File: config.mk
export PLATFORM = sky130hd
export DESIGN_NAME = spr_bypass_sb
export DESIGN_NICKNAME = d
export VERILOG_FILES = /design/src/rtl/spr_pkg.sv /design/src/rtl/spr_fwd_lookup.sv /design/src/rtl/spr_bypass_sb.sv
export SDC_FILE = /design/constraint.sdc
export NUM_CORES = 1
export LEC_CHECK = 0
export BUFFER_PORTS_ARGS = -buffer_cell sky130_fd_sc_hd__buf_2
export CAP_MARGIN = 20
export CORE_ASPECT_RATIO = 0.75
export CORE_UTILIZATION = 25
export CTS_CLUSTER_SIZE = 40
export DETAILED_ROUTE_END_ITERATION = 10
export GPL_TIMING_DRIVEN = 1
export PLACE_DENSITY = 0.5
export SLEW_MARGIN = 20
export SYNTH_ARGS = -nofsm -noshare
export SYNTH_HDL_FRONTEND = slang
export SYNTH_SLANG_ARGS = --single-unit
File: constraint.sdc
create_clock -name clk -period 3.5 [get_ports clk]
set_input_delay 0.175 -clock clk [delete_from_list [all_inputs] [get_ports clk]]
set_output_delay 0.175 -clock clk [all_outputs]
set_load 0.005 [all_outputs]
File: src/rtl/spr_pkg.sv
// spr_pkg: shared definitions for the special-register bypass scoreboard.
//   - source-kind encodings driven on ex_kind
//   - minimum tracked depth and the elaboration-time depth check helper
package spr_pkg;

  localparam logic [1:0] KIND_NONE = 2'd0;
  localparam logic [1:0] KIND_CP0  = 2'd1;
  localparam logic [1:0] KIND_HL   = 2'd2;

  localparam int DEPTH_MIN = 1;

  function automatic bit depth_ok(input int depth);
    return depth >= DEPTH_MIN;
  endfunction

endpackage

File: src/rtl/spr_fwd_lookup.sv
// spr_fwd_lookup: youngest-match forwarding selector for one EX operand.
// Ports:
//   use_i, addr_i   operand read enable and register address
//   v_i/rw_i/cp0_i/rdy_i/data_i  flattened scoreboard entries, stage k at slice k
//   cp0_dout_i      live CP0 read data for the stage-0 instruction
//   hit_o, data_o   forward enable and value
//   stall_o         matched producer has no value yet
module spr_fwd_lookup
  import spr_pkg::*;
#(
  parameter int DW    = 32,
  parameter int AW    = 5,
  parameter int DEPTH = 2
) (
  input  logic                  use_i,
  input  logic [AW-1:0]         addr_i,
  input  logic [DEPTH-1:0]      v_i,
  input  logic [DEPTH-1:0]      cp0_i,
  input  logic [DEPTH-1:0]      rdy_i,
  input  logic [DEPTH*AW-1:0]   rw_i,
  input  logic [DEPTH*DW-1:0]   data_i,
  input  logic [DW-1:0]         cp0_dout_i,
  output logic                  hit_o,
  output logic [DW-1:0]         data_o,
  output logic                  stall_o
);

  logic          found;
  logic          m_rdy;
  logic          m_cp0;
  logic          m_s0;
  logic [DW-1:0] m_data;

  always_comb begin
    found  = 1'b0;
    m_rdy  = 1'b0;
    m_cp0  = 1'b0;
    m_s0   = 1'b0;
    m_data = '0;
    // Scan oldest to youngest so the youngest match is the one left standing.
    for (int k = DEPTH - 1; k >= 0; k--) begin
      if (v_i[k] && (rw_i[k*AW +: AW] == addr_i)) begin
        found  = 1'b1;
        m_rdy  = rdy_i[k];
        m_cp0  = cp0_i[k];
        m_s0   = (k == 0);
        m_data = data_i[k*DW +: DW];
      end
    end

    hit_o   = 1'b0;
    data_o  = '0;
    stall_o = 1'b0;
    if (use_i && (addr_i != '0) && found) begin
      if (m_rdy) begin
        hit_o  = 1'b1;
        data_o = m_data;
      end else if (m_cp0 && m_s0) begin
        // CP0 read happens in stage 0; its data is on the bus this cycle.
        hit_o  = 1'b1;
        data_o = cp0_dout_i;
      end else if (!m_cp0) begin
        stall_o = 1'b1;
      end
    end
  end

endmodule

File: src/rtl/spr_bypass_sb.sv
// spr_bypass_sb: scoreboard of in-flight GPR writes sourced from CP0 or HI/LO,
// tracked through DEPTH post-EX stages, with per-operand forwarding and an
// EX stall when the youngest matching producer has no value yet.
// Ports:
//   clk, rst          clock, synchronous active-high reset
//   hold, flush       pipeline freeze; kill stage 0 and this cycle's push
//   ex_wr/ex_rw/ex_kind/ex_hl  EX producer description
//   md_busy, md_done, md_result  mult/div status and late HI/LO result
//   cp0_dout          CP0 read data for the stage-0 instruction
//   src_addr, src_use consumer operands in EX
//   fwd_hit, fwd_data forwarding result per operand
//   stall, stall_cnt  EX stall and saturating stall-cycle counter
module spr_bypass_sb
  import spr_pkg::*;
#(
  parameter int DW    = 32,
  parameter int AW    = 5,
  parameter int DEPTH = 2,
  parameter int NSRC  = 2,
  parameter int CW    = 16
) (
  input  logic                 clk,
  input  logic                 rst,
  input  logic                 hold,
  input  logic                 flush,
  input  logic                 ex_wr,
  input  logic [AW-1:0]        ex_rw,
  input  logic [1:0]           ex_kind,
  input  logic [DW-1:0]        ex_hl,
  input  logic                 md_busy,
  input  logic                 md_done,
  input  logic [DW-1:0]        md_result,
  input  logic [DW-1:0]        cp0_dout,
  input  logic [NSRC*AW-1:0]   src_addr,
  input  logic [NSRC-1:0]      src_use,
  output logic [NSRC-1:0]      fwd_hit,
  output logic [NSRC*DW-1:0]   fwd_data,
  output logic                 stall,
  output logic [CW-1:0]        stall_cnt
);

  if (!depth_ok(DEPTH)) begin : g_depth_chk
    $error("spr_bypass_sb: DEPTH must be at least 1");
  end

  typedef struct packed {
    logic          v;
    logic [AW-1:0] rw;
    logic          cp0;
    logic          rdy;
    logic [DW-1:0] data;
  } entry_t;

  localparam logic [CW-1:0] CNT_MAX = '1;

  entry_t ent_q [DEPTH];
  entry_t ent_d [DEPTH];
  entry_t push;
  logic   push_ok;
  logic [CW-1:0] cnt_q, cnt_d;

  logic [DEPTH-1:0]    v_vec, cp0_vec, rdy_vec;
  logic [DEPTH*AW-1:0] rw_vec;
  logic [DEPTH*DW-1:0] data_vec;
  logic [NSRC-1:0]     stall_req;

  always_comb begin
    v_vec    = '0;
    cp0_vec  = '0;
    rdy_vec  = '0;
    rw_vec   = '0;
    data_vec = '0;
    for (int k = 0; k < DEPTH; k++) begin
      v_vec[k]              = ent_q[k].v;
      cp0_vec[k]            = ent_q[k].cp0;
      rdy_vec[k]            = ent_q[k].rdy;
      rw_vec[k*AW +: AW]    = ent_q[k].rw;
      data_vec[k*DW +: DW]  = ent_q[k].data;
    end
  end

  for (genvar i = 0; i < NSRC; i++) begin : g_src
    spr_fwd_lookup #(
      .DW    (DW),
      .AW    (AW),
      .DEPTH (DEPTH)
    ) u_lookup (
      .use_i      (src_use[i]),
      .addr_i     (src_addr[i*AW +: AW]),
      .v_i        (v_vec),
      .cp0_i      (cp0_vec),
      .rdy_i      (rdy_vec),
      .rw_i       (rw_vec),
      .data_i     (data_vec),
      .cp0_dout_i (cp0_dout),
      .hit_o      (fwd_hit[i]),
      .data_o     (fwd_data[i*DW +: DW]),
      .stall_o    (stall_req[i])
    );
  end

  always_comb stall = |stall_req;

  // Entry entering stage 0 this edge; a stalled EX inserts a bubble.
  always_comb begin
    push    = '0;
    push_ok = ex_wr && !stall && !flush && (ex_rw != '0) &&
              ((ex_kind == KIND_CP0) || (ex_kind == KIND_HL));
    if (push_ok) begin
      push.v  = 1'b1;
      push.rw = ex_rw;
      if (ex_kind == KIND_CP0) begin
        push.cp0 = 1'b1;
      end else if (!md_busy) begin
        push.rdy  = 1'b1;
        push.data = ex_hl;
      end else if (md_done) begin
        push.rdy  = 1'b1;
        push.data = md_result;
      end
    end
  end

  always_comb begin
    for (int k = 0; k < DEPTH; k++) ent_d[k] = ent_q[k];
    if (!hold) begin
      ent_d[0] = push;
      for (int k = 1; k < DEPTH; k++) begin
        ent_d[k] = ent_q[k-1];
        if (k == 1) begin
          if (flush) begin
            ent_d[k] = '0;
          end else if (ent_q[0].cp0 && !ent_q[0].rdy) begin
            ent_d[k].data = cp0_dout;
            ent_d[k].rdy  = 1'b1;
          end
        end
      end
    end else if (flush) begin
      ent_d[0] = '0;
    end
    // Late mult/div result lands at each entry's post-shift position.
    if (md_done) begin
      for (int k = 0; k < DEPTH; k++) begin
        if (ent_d[k].v && !ent_d[k].rdy && !ent_d[k].cp0) begin
          ent_d[k].data = md_result;
          ent_d[k].rdy  = 1'b1;
        end
      end
    end
  end

  always_comb begin
    cnt_d = cnt_q;
    if (stall && !hold && (cnt_q != CNT_MAX)) cnt_d = cnt_q + 1'b1;
  end

  always_ff @(posedge clk) begin
    if (rst) begin
      for (int k = 0; k < DEPTH; k++) ent_q[k] <= '0;
      cnt_q <= '0;
    end else begin
      for (int k = 0; k < DEPTH; k++) ent_q[k] <= ent_d[k];
      cnt_q <= cnt_d;
    end
  end

  assign stall_cnt = cnt_q;

endmodule

==> results.json, run 1 <==
{
  "status": "finished, final reports clean",
  "finalWirelength_um": 27370,
  "synthCells": 901,
  "synthDistinctLibCells": 47,
  "layout_min_cycle_time_ns": 3.233,
  "root_buffer": "clkbuf_16",
  "holdCritPathClass": "in2reg",
  "ant_nets": 0,
  "post-route-period-util_pct": 92.37,
  "drc": 0,
  "overflow": 0,
  "gp_congestion": 0.7934,
  "max_cap_violations": 0,
  "ff2ff_path_depth": 8,
  "r2r_start": "ent_q[0][36]$_SDFFE_PP0P_",
  "rrSetupSlack_ns": 0.60,
  "htreeDepth": 3,
  "finalPower_uw": 2618,
  "sw_frac_of_total_pct": 27.23,
  "syn_area_um2": 7101,
  "drtPass1Iterations": 5,
  "port_buffers": 204,
  "power.switching_uw": 712.8,
  "path_class": "reg2out",
  "max_freq_mhz": 309.3,
  "num-fill-cells": 3032,
  "drive_gt1_share_pct": 31.04,
  "p_leak_uw": 0.003303,
  "hold_end": "ent_q[0][37]$_SDFFE_PP0P_",
  "seqPwrFrac_pct": 42.8,
  "grt_pass1_vias": 6887,
  "core_area_um2": 27980,
  "die_h_um": 148.0,
  "grt_first_pass_wirelength_um": 41750,
  "min_from": "ex_rw[3]",
  "start_util_pct": 25.37,
  "grt_usage_pct": 18.56,
  "clk_pin_slew_ns": 0.08,
  "drv_slew": 0,
  "synth.avg_cell_area_um2": 7.881,
  "pwr-share-clk_pct": 44.3,
  "start_kind": "flop",
  "crit_fanout": 33,
  "grt_max_degree": 65,
  "async_flop_share_pct": 0,
  "design.die.area_um2": 29090,
  "rsz0062_at_grt": "no",
  "r2r_end": "stall_cnt[2]$_SDFFE_PP0P_",
  "clockBufferDepth": 2,
  "finalHoldViolCount": 0,
  "cts_tree": "done",
  "crit_required_ns": 3.32,
  "cts_buffers": 9,
  "synth_common_cells": "160 x nor2_1, 125 x a211oi_1, 96 x dfxtp_1",
  "ir_drop_v": 0.0002203,
  "fin_area_um2": 8798,
  "synth_flop_cell": "dfxtp_1",
  "area_delta_synth_final_pct": 23.91,
  "clk_latency_ns": 0.36,
  "cp_top_family": "simple AND/OR/NAND/NOR gates",
  "p_int_uw": 1905,
  "place_area_um2": 8439,
  "critPathBufInv": 2,
  "dp_hpwl_um": 18450,
  "clock-sinks": 96,
  "via_count": 7323,
  "pin_count": 205,
  "nets": 1166,
  "via_per_inst": 5.107,
  "setup_viol": 0,
  "pwr-share-comb_pct": 12.9,
  "end_kind": "output port",
  "synth_top_area_share_pct": 27.07,
  "drt_iter0_drc": 511,
  "slowest_stage": "or2_2",
  "final.setup.tns_ns": 0,
  "max-slew-margin-rel_pct": 33.64,
  "routedWlPerCell_um": 19.09,
  "worst_pin_slew_ns": 0.9920,
  "rows": 53,
  "cp.arrival_ns": 3.06,
  "die-width_um": 196.6,
  "hold_depth": 3,
  "yosysTopAreaCell": "dfxtp_1",
  "yosys-top-cells-area": "dfxtp_1 27%, a211oi_1 13%, mux2i_1 8.7%",
  "yosysSeqAreaShare_pct": 27.07,
  "finClkSkew_ns": 0.01199,
  "synth_edf_count": 0,
  "grt_antenna_before_repair": 2,
  "critPathMaxStageDelay_ns": 0.62,
  "synth_nets": 1025,
  "cp_cell_sequence": "xnor2_1, nand4_1, nor3_2, buf_4, a22oi_1, or2_2, a211oi_1, buf_2",
  "yosys_warnings": 0,
  "ys_ff_latch": 96,
  "power_density_nw_per_um2": 297.5,
  "yosysMostFrequentCell": "nor2_1",
  "hold_ws_ns": 0.08399
}
[worst reg2reg max path, cell delays in order (launching register included)]
cell	delay, ns
dfxtp_1	0.42
xnor2_1	0.15
nand4_1	0.12
nor3_2	0.42
nor3_1	0.24
nor3_4	0.70
inv_1	0.24
and3_1	0.24
mux2_2	0.26
[per-stage QoR]
stage                     instances  util [%]  setup WS [ns]
after floorplan                 901         -          1.169
after detailed placement       1416     30.16         0.5496
after CTS                      1432     31.37         0.1548
after global placement         1416     30.11         0.2982
after global routing           1434     31.44         0.1018
final                          1434     31.44         0.2671
[cells in the final DEF, fill, tap and decap left out, drive strengths merged, types with 8 or more instances in the layout]
cell type    n
buf        225
nor2       160
a211oi     125
dfxtp       96
nand2       70
mux2i       62
a22oi       43
o21ai       41
mux2        37
a2111oi     31
a21oi       19
xor2        12
nand3       12
inv         11
clkbuf      11
nor3         9
or4          8
xnor2        8
[cells by family (layout without fill, tap and decap cells)]
kind of cell | Yosys count | in the layout | share of synthesized area (%)
compound gates | 272 | 272 | 29.94
xor+xnor | 20 | 20 | 2.467
fa+ha+maj | 2 | 2 | 0.3524
buf+inv | 104 | 250 | 6.202
flops | 96 | 96 | 27.07
mux | 99 | 99 | 14.61
other cells | 0 | 2 | 0
simple gates | 308 | 308 | 19.37
[area by class of cell]
class                           count  area (um^2)  share of cell area (%)
Clock inverter                      5        86.33                  0.9812
Clock buffer                       11        252.7                   2.873
Tap cell                          385        481.7                   5.475
Sequential cell                    96         1922                   21.84
Timing Repair Buffer              225         1206                   13.71
Multi-Input combinational cell    701         4811                   54.68
Antenna cell                        2        5.005                 0.05688
Inverter                            9        33.78                  0.3840
[registers in the layout, summed over array words and instances, names as in the netlist]
register and count:
ent_q 80, stall_cnt 16
[power groups by stage]
stage               combinational, uW  sequential [uW]  clock, uW
global placement                  338             1140          0
finish                            339             1120       1160
floorplan                         180             1140          0
CTS                               341             1120       1180
detailed placement                339             1140          0
global route                      371             1120       1230
[metal layers]
layer,up-vias,routed length (um),track usage [%],share of wire [%]
met5,-,0,0,0
met4,0,289,3.760,1.1
met3,16,1642,3.149,6.0
met2,254,11640,28.16,43
met1,3428,13790,27.30,50
li1,3625,-,-,-
[how the worst max path moves through the flow]
stage / startpoint / endpoint / slack, ns / depth (start not counted)
2_1_floorplan: ent_q[0][77]$_SDFFE_PP0N_ / stall_cnt[5]$_SDFFE_PP0P_ / 1.17 / 8
3_3_place_gp: src_addr[6] / stall_cnt[2]$_SDFFE_PP0P_ / 0.30 / 9
3_5_place_dp: ent_q[0][78]$_SDFFE_PP0N_ / fwd_data[50] / 0.55 / 9
4_1_cts: ent_q[0][78]$_SDFFE_PP0N_ / fwd_data[45] / 0.15 / 9
5_1_grt: ent_q[0][35]$_SDFFE_PP0P_ / fwd_data[1] / 0.10 / 8
6_report: ent_q[0][35]$_SDFFE_PP0P_ / fwd_data[1] / 0.27 / 8
[what timing repair did]
item | in CTS | in global routing
setup endpoints to repair | 0 | 12
buffers inserted | 0 | 0
resized for setup | 0 | 2
hold buffers | 0 | 0
Power figures use the tool's default switching activity.
==> run 2, diff against run 1 <==
- SYNTH_HIERARCHICAL: not set -> 1
==> results.json, run 2 <==
{
  "clk_latency_ns": 0.37,
  "num_antenna_cells": 0,
  "start_util_pct": 25.66,
  "finalHoldViolCount": 0,
  "start_kind": "flop",
  "core_area_um2": 30420,
  "rsz0062_at_grt": "no",
  "clockBufferDepth": 2,
  "yosysTopAreaCell": "dfxtp_1",
  "largest_reg_flops": 80,
  "drt_iter0_drc": 708,
  "synthCells": 1052,
  "holdCritPathClass": "in2reg",
  "clock-sinks": 96,
  "gp_congestion": 0.8402,
  "yosysSeqAreaShare_pct": 24.62,
  "path_class": "reg2out",
  "max-slew-margin-rel_pct": 38.58,
  "max_cap_violations": 0,
  "via_count": 8633,
  "grt_first_pass_wirelength_um": 51610,
  "layout_common_cells": "203 x buf_2, 135 x nand2_1, 97 x nor3_1, 95 x dfxtp_1, 61 x nor2_1",
  "yosys_warnings": 6,
  "synth_edf_count": 0,
  "grt_antenna_before_repair": 2,
  "max_freq_mhz": 326.0,
  "finClkSkew_ns": 0.01219,
  "layout_commonest_cell": "buf_2",
  "cts_buffers": 9,
  "setup_viol": 0,
  "htreeDepth": 3,
  "final.setup.tns_ns": 0,
  "design.die.area_um2": 31940,
  "cts_hold_buf": 0,
  "ant_nets": 0,
  "drive_gt1_share_pct": 32.19,
  "nets": 1315,
  "status": "finished, final reports clean",
  "area_delta_synth_final_pct": 20.61,
  "synth.avg_cell_area_um2": 7.420,
  "layout_min_cycle_time_ns": 3.067,
  "dp_slack_ns": 0.5118,
  "die_h_um": 155.0,
  "power_density_nw_per_um2": 264.3,
  "pin_count": 205,
  "post-route-period-util_pct": 87.64,
  "drc": 0,
  "worst_pin_slew_ns": 0.9213,
  "cp.arrival_ns": 2.89,
  "regMostFlops": "ent_q",
  "synth_nets": 1176,
  "worst_slack_ns": 0.4327,
  "root_buffer": "clkbuf_16",
  "grt_max_degree": 74,
  "yosys-top-cells-area": "dfxtp_1 25%, nand2_1 6.5%, nor3_1 6.2%",
  "p_leak_uw": 0.003448,
  "synth_top_area_share_pct": 24.62,
  "drv_slew": 0,
  "cts_setup_buffers": 0,
  "port_buffers": 204,
  "crit_required_ns": 3.32,
  "end_kind": "output port",
  "slowest_stage": "or2_1",
  "overflow": 0,
  "rows": 55,
  "synth_common_cells": "135 x nand2_1, 97 x nor3_1, 96 x dfxtp_1",
  "ys_ff_latch": 96,
  "clk_pin_slew_ns": 0.08,
  "cp_top_family": "buffers and inverters",
  "crit_fanout": 32,
  "grt_pass1_vias": 8425,
  "async_flop_share_pct": 0,
  "cts_tree": "done",
  "post_cts_resized": 0,
  "syn_area_um2": 7806,
  "via_per_inst": 5.413,
  "finalWirelength_um": 33630,
  "drtPass1Iterations": 5,
  "die-width_um": 206.0,
  "dp_hpwl_um": 22790,
  "grt_usage_pct": 21.09,
  "synth_flop_cell": "dfxtp_1",
  "cp_cell_sequence": "xnor2_1, nand4_2, buf_4, or2_1, buf_12, nand3_1, a21oi_1, buf_2",
  "critPathBufInv": 3,
  "synthDistinctLibCells": 61,
  "routedWlPerCell_um": 21.08,
  "yosysMostFrequentCell": "nand2_1",
  "critPathMaxStageDelay_ns": 0.46,
  "fin_util_pct": 30.95,
  "ir_drop_v": 0.0002197
}
run 2: layer usage:
layer	track usage [%]	vias to the layer above	part of all wire, %
li1	-	4131	-
met1	30.49	4092	48
met2	31.40	377	42
met3	4.985	29	8.6
met4	4.447	4	1.3
met5	0	-	0.054
run 2: final timing paths:
path                                            startpoint                    endpoint  slack, ns  depth (start not counted)
worst max-delay path             ent_q[0][36]$_SDFFE_PP0P_                fwd_data[30]       0.43                          8
worst max register to register   ent_q[0][36]$_SDFFE_PP0P_   stall_cnt[9]$_SDFFE_PP0P_       0.52                          9
worst min register to register  stall_cnt[15]$_SDFFE_PP0P_  stall_cnt[15]$_SDFFE_PP0P_       0.51                          2
worst min-delay path                              ex_rw[2]   ent_q[0][36]$_SDFFE_PP0P_       0.08                          3
run 2: logic make-up (layout without fill, tap and decap cells):
family | Yosys count | after routing | share of synthesized area, %
AO/OA/AOI/OAI | 307 | 307 | 28.35
AND/OR/NAND/NOR | 437 | 437 | 29.41
flip-flops | 96 | 96 | 24.62
buffers and inverters | 148 | 292 | 9.040
adder cells (fa/ha/maj) | 2 | 2 | 0.3205
XOR/XNOR | 20 | 20 | 2.244
multiplexers | 42 | 42 | 6.011
run 2: area by class of cell:
type                    instances  area, um^2
fillers                      3343       21000
multi-input cells             808        5229
flip-flops and latches         96        1923
repair buffers                239        1336
well taps                     399       499.2
clock buffers                  10       239.0
inverters                      37       138.9
clock inverters                 6       50.05
run 2: per-stage QoR:
step	instance area [um^2]	instances	hold WS, ns	total power [uW]
5_1_grt	9415	1595	0.08155	2590
3_3_place_gp	9126	1579	0.4489	1496
2_1_floorplan	7806	1052	0.3259	1315
6_report	9415	1595	0.07514	2488
4_1_cts	9415	1595	0.06007	2515
3_5_place_dp	9126	1579	0.4492	1498
run 2: power breakdown:
part / internal [uW] / switching, uW
Combinational: 116 / 249
Clock: 511 / 502
Sequential: 1100 / 10.7
run 2: tightest hold or removal path, cell delays in order:
cell	delay, ns
buf_2	0.09
a22oi_1	0.07
nor2_1	0.08
==> run 3, diff against run 2 <==
- MAX_ROUTING_LAYER: not set -> met4
==> results.json, run 3 (synthesis gave the netlist of run 2 again) <==
{
  "status": "finished, final reports clean",
  "crit_required_ns": 3.32,
  "finalHoldViolCount": 0,
  "post_cts_resized": 0,
  "sw_frac_of_total_pct": 30.56,
  "gp_congestion": 0.8532,
  "dp_hpwl_um": 22790,
  "clockBufferDepth": 2,
  "root_buffer": "clkbuf_16",
  "clk_latency_ns": 0.37,
  "regMostFlops": "ent_q",
  "power_density_nw_per_um2": 263.9,
  "r2r_start": "ent_q[0][75]$_SDFFE_PP0N_",
  "ir_drop_v": 0.0002199,
  "htreeDepth": 3,
  "post-route-period-util_pct": 87.56,
  "worst_pin_slew_ns": 0.9286,
  "clk_pin_slew_ns": 0.08,
  "max_cap_violations": 0,
  "grt_usage_pct": 21.72,
  "cp-startpoint": "ent_q[0][36]$_SDFFE_PP0P_",
  "crit_fanout": 32,
  "port_buffers": 204,
  "cts_tree": "done",
  "grt_first_pass_wirelength_um": 51610,
  "finClkSkew_ns": 0.01106,
  "grt_pass1_vias": 8425,
  "via_count": 8652,
  "grt_antenna_before_repair": 2,
  "p_leak_uw": 0.003448,
  "cts_hold_buf": 0,
  "drive_gt1_share_pct": 32.19,
  "rrSetupSlack_ns": 0.53,
  "pwr-share-clk_pct": 40.7,
  "final.setup.tns_ns": 0,
  "power.switching_uw": 759.8,
  "slowest_stage": "dfxtp_1",
  "clock-sinks": 96,
  "min_from": "ex_rw[2]",
  "die-width_um": 206.0,
  "holdCritPathClass": "in2reg",
  "cp_cell_sequence": "xnor2_1, nand4_2, buf_4, or2_1, buf_12, nand3_1, a21oi_1, buf_2",
  "setup_viol": 0,
  "layout_min_cycle_time_ns": 3.064,
  "drc": 0,
  "nets": 1315,
  "path_class": "reg2out",
  "critPathMaxStageDelay_ns": 0.45,
  "pwr-share-comb_pct": 14.6,
  "pin_count": 205,
  "core_area_um2": 30420,
  "design.die.area_um2": 31940,
  "rsz0062_at_grt": "no",
  "end_kind": "output port",
  "p_int_uw": 1727,
  "start_util_pct": 25.66,
  "rows": 55,
  "max-slew-margin-rel_pct": 38.09,
  "ant_nets": 0,
  "routedWlPerCell_um": 21.02,
  "start_kind": "flop",
  "max_freq_mhz": 326.3,
  "area_delta_synth_final_pct": 20.68,
  "largest_reg_flops": 80,
  "drt_iter0_drc": 682,
  "drtPass1Iterations": 6,
  "grt_max_degree": 74,
  "overflow": 0,
  "layout_common_cells": "203 x buf_2, 135 x nand2_1, 97 x nor3_1, 95 x dfxtp_1, 61 x nor2_1",
  "layout_commonest_cell": "buf_2",
  "cts_buffers": 9,
  "cp.arrival_ns": 2.89,
  "finalWirelength_um": 33570,
  "seqPwrFrac_pct": 44.7,
  "fin_util_pct": 30.97,
  "die_h_um": 155.0,
  "cts_setup_buffers": 0,
  "drv_slew": 0,
  "via_per_inst": 5.418
}
-- run 3: stage by stage --
| step | total power, uW | setup slack [ns] | hold WS [ns] | cells | instance area (um^2) |
|---|---|---|---|---|---|
| global placement | 1496 | 0.5608 | 0.4489 | 1579 | 9126 |
| floorplan | 1315 | 0.7698 | 0.3259 | 1052 | 7806 |
| CTS | 2515 | 0.4611 | 0.06007 | 1595 | 9415 |
| global route | 2587 | 0.2443 | 0.08220 | 1597 | 9420 |
| finish | 2486 | 0.4355 | 0.07766 | 1597 | 9420 |
| detailed placement | 1498 | 0.5118 | 0.4492 | 1579 | 9126 |
-- run 3: power groups by stage --
stage / sequential, uW / clock (uW) / combinational, uW
after floorplan: 1130 / 0 / 182
after global placement: 1140 / 0 / 360
after detailed placement: 1140 / 0 / 362
after CTS: 1110 / 1040 / 362
after global routing: 1110 / 1080 / 393
final: 1110 / 1010 / 364
-- run 3: cell type report --
cell class / instances / area, um^2
inverters: 37 / 138.9
clock buffers: 10 / 239.0
multi-input cells: 808 / 5229
repair buffers: 239 / 1336
diodes: 2 / 5.005
fillers: 3341 / 21000
flip-flops and latches: 96 / 1923
clock inverters: 6 / 50.05
well taps: 399 / 499.2
-- run 3: path summary, 6_finish.rpt --
check	endpoint	cells after the start
worst max-delay path	fwd_data[30]	8
worst min register to register	stall_cnt[15]$_SDFFE_PP0P_	2
worst min-delay path	ent_q[0][36]$_SDFFE_PP0P_	3
worst max register to register	stall_cnt[9]$_SDFFE_PP0P_	9
-- run 3: routing by layer --
| layer | GRT usage (%) | up-vias | share of wire, % |
|---|---|---|---|
| met1 | 30.66 | 4099 | 48 |
| met5 | - | - | 0 |
| met3 | 4.818 | 27 | 8.7 |
| met2 | 31.30 | 394 | 42 |
| met4 | 4.447 | 0 | 1.3 |
| li1 | - | 4132 | - |
-- run 3: critical path, delay by kind of cell, from the launching register on --
family,cells,cell delay [ns]
compound gates,1,0.36
xor+xnor,1,0.13
buf+inv,3,0.87
flops,1,0.45
simple gates,3,0.68
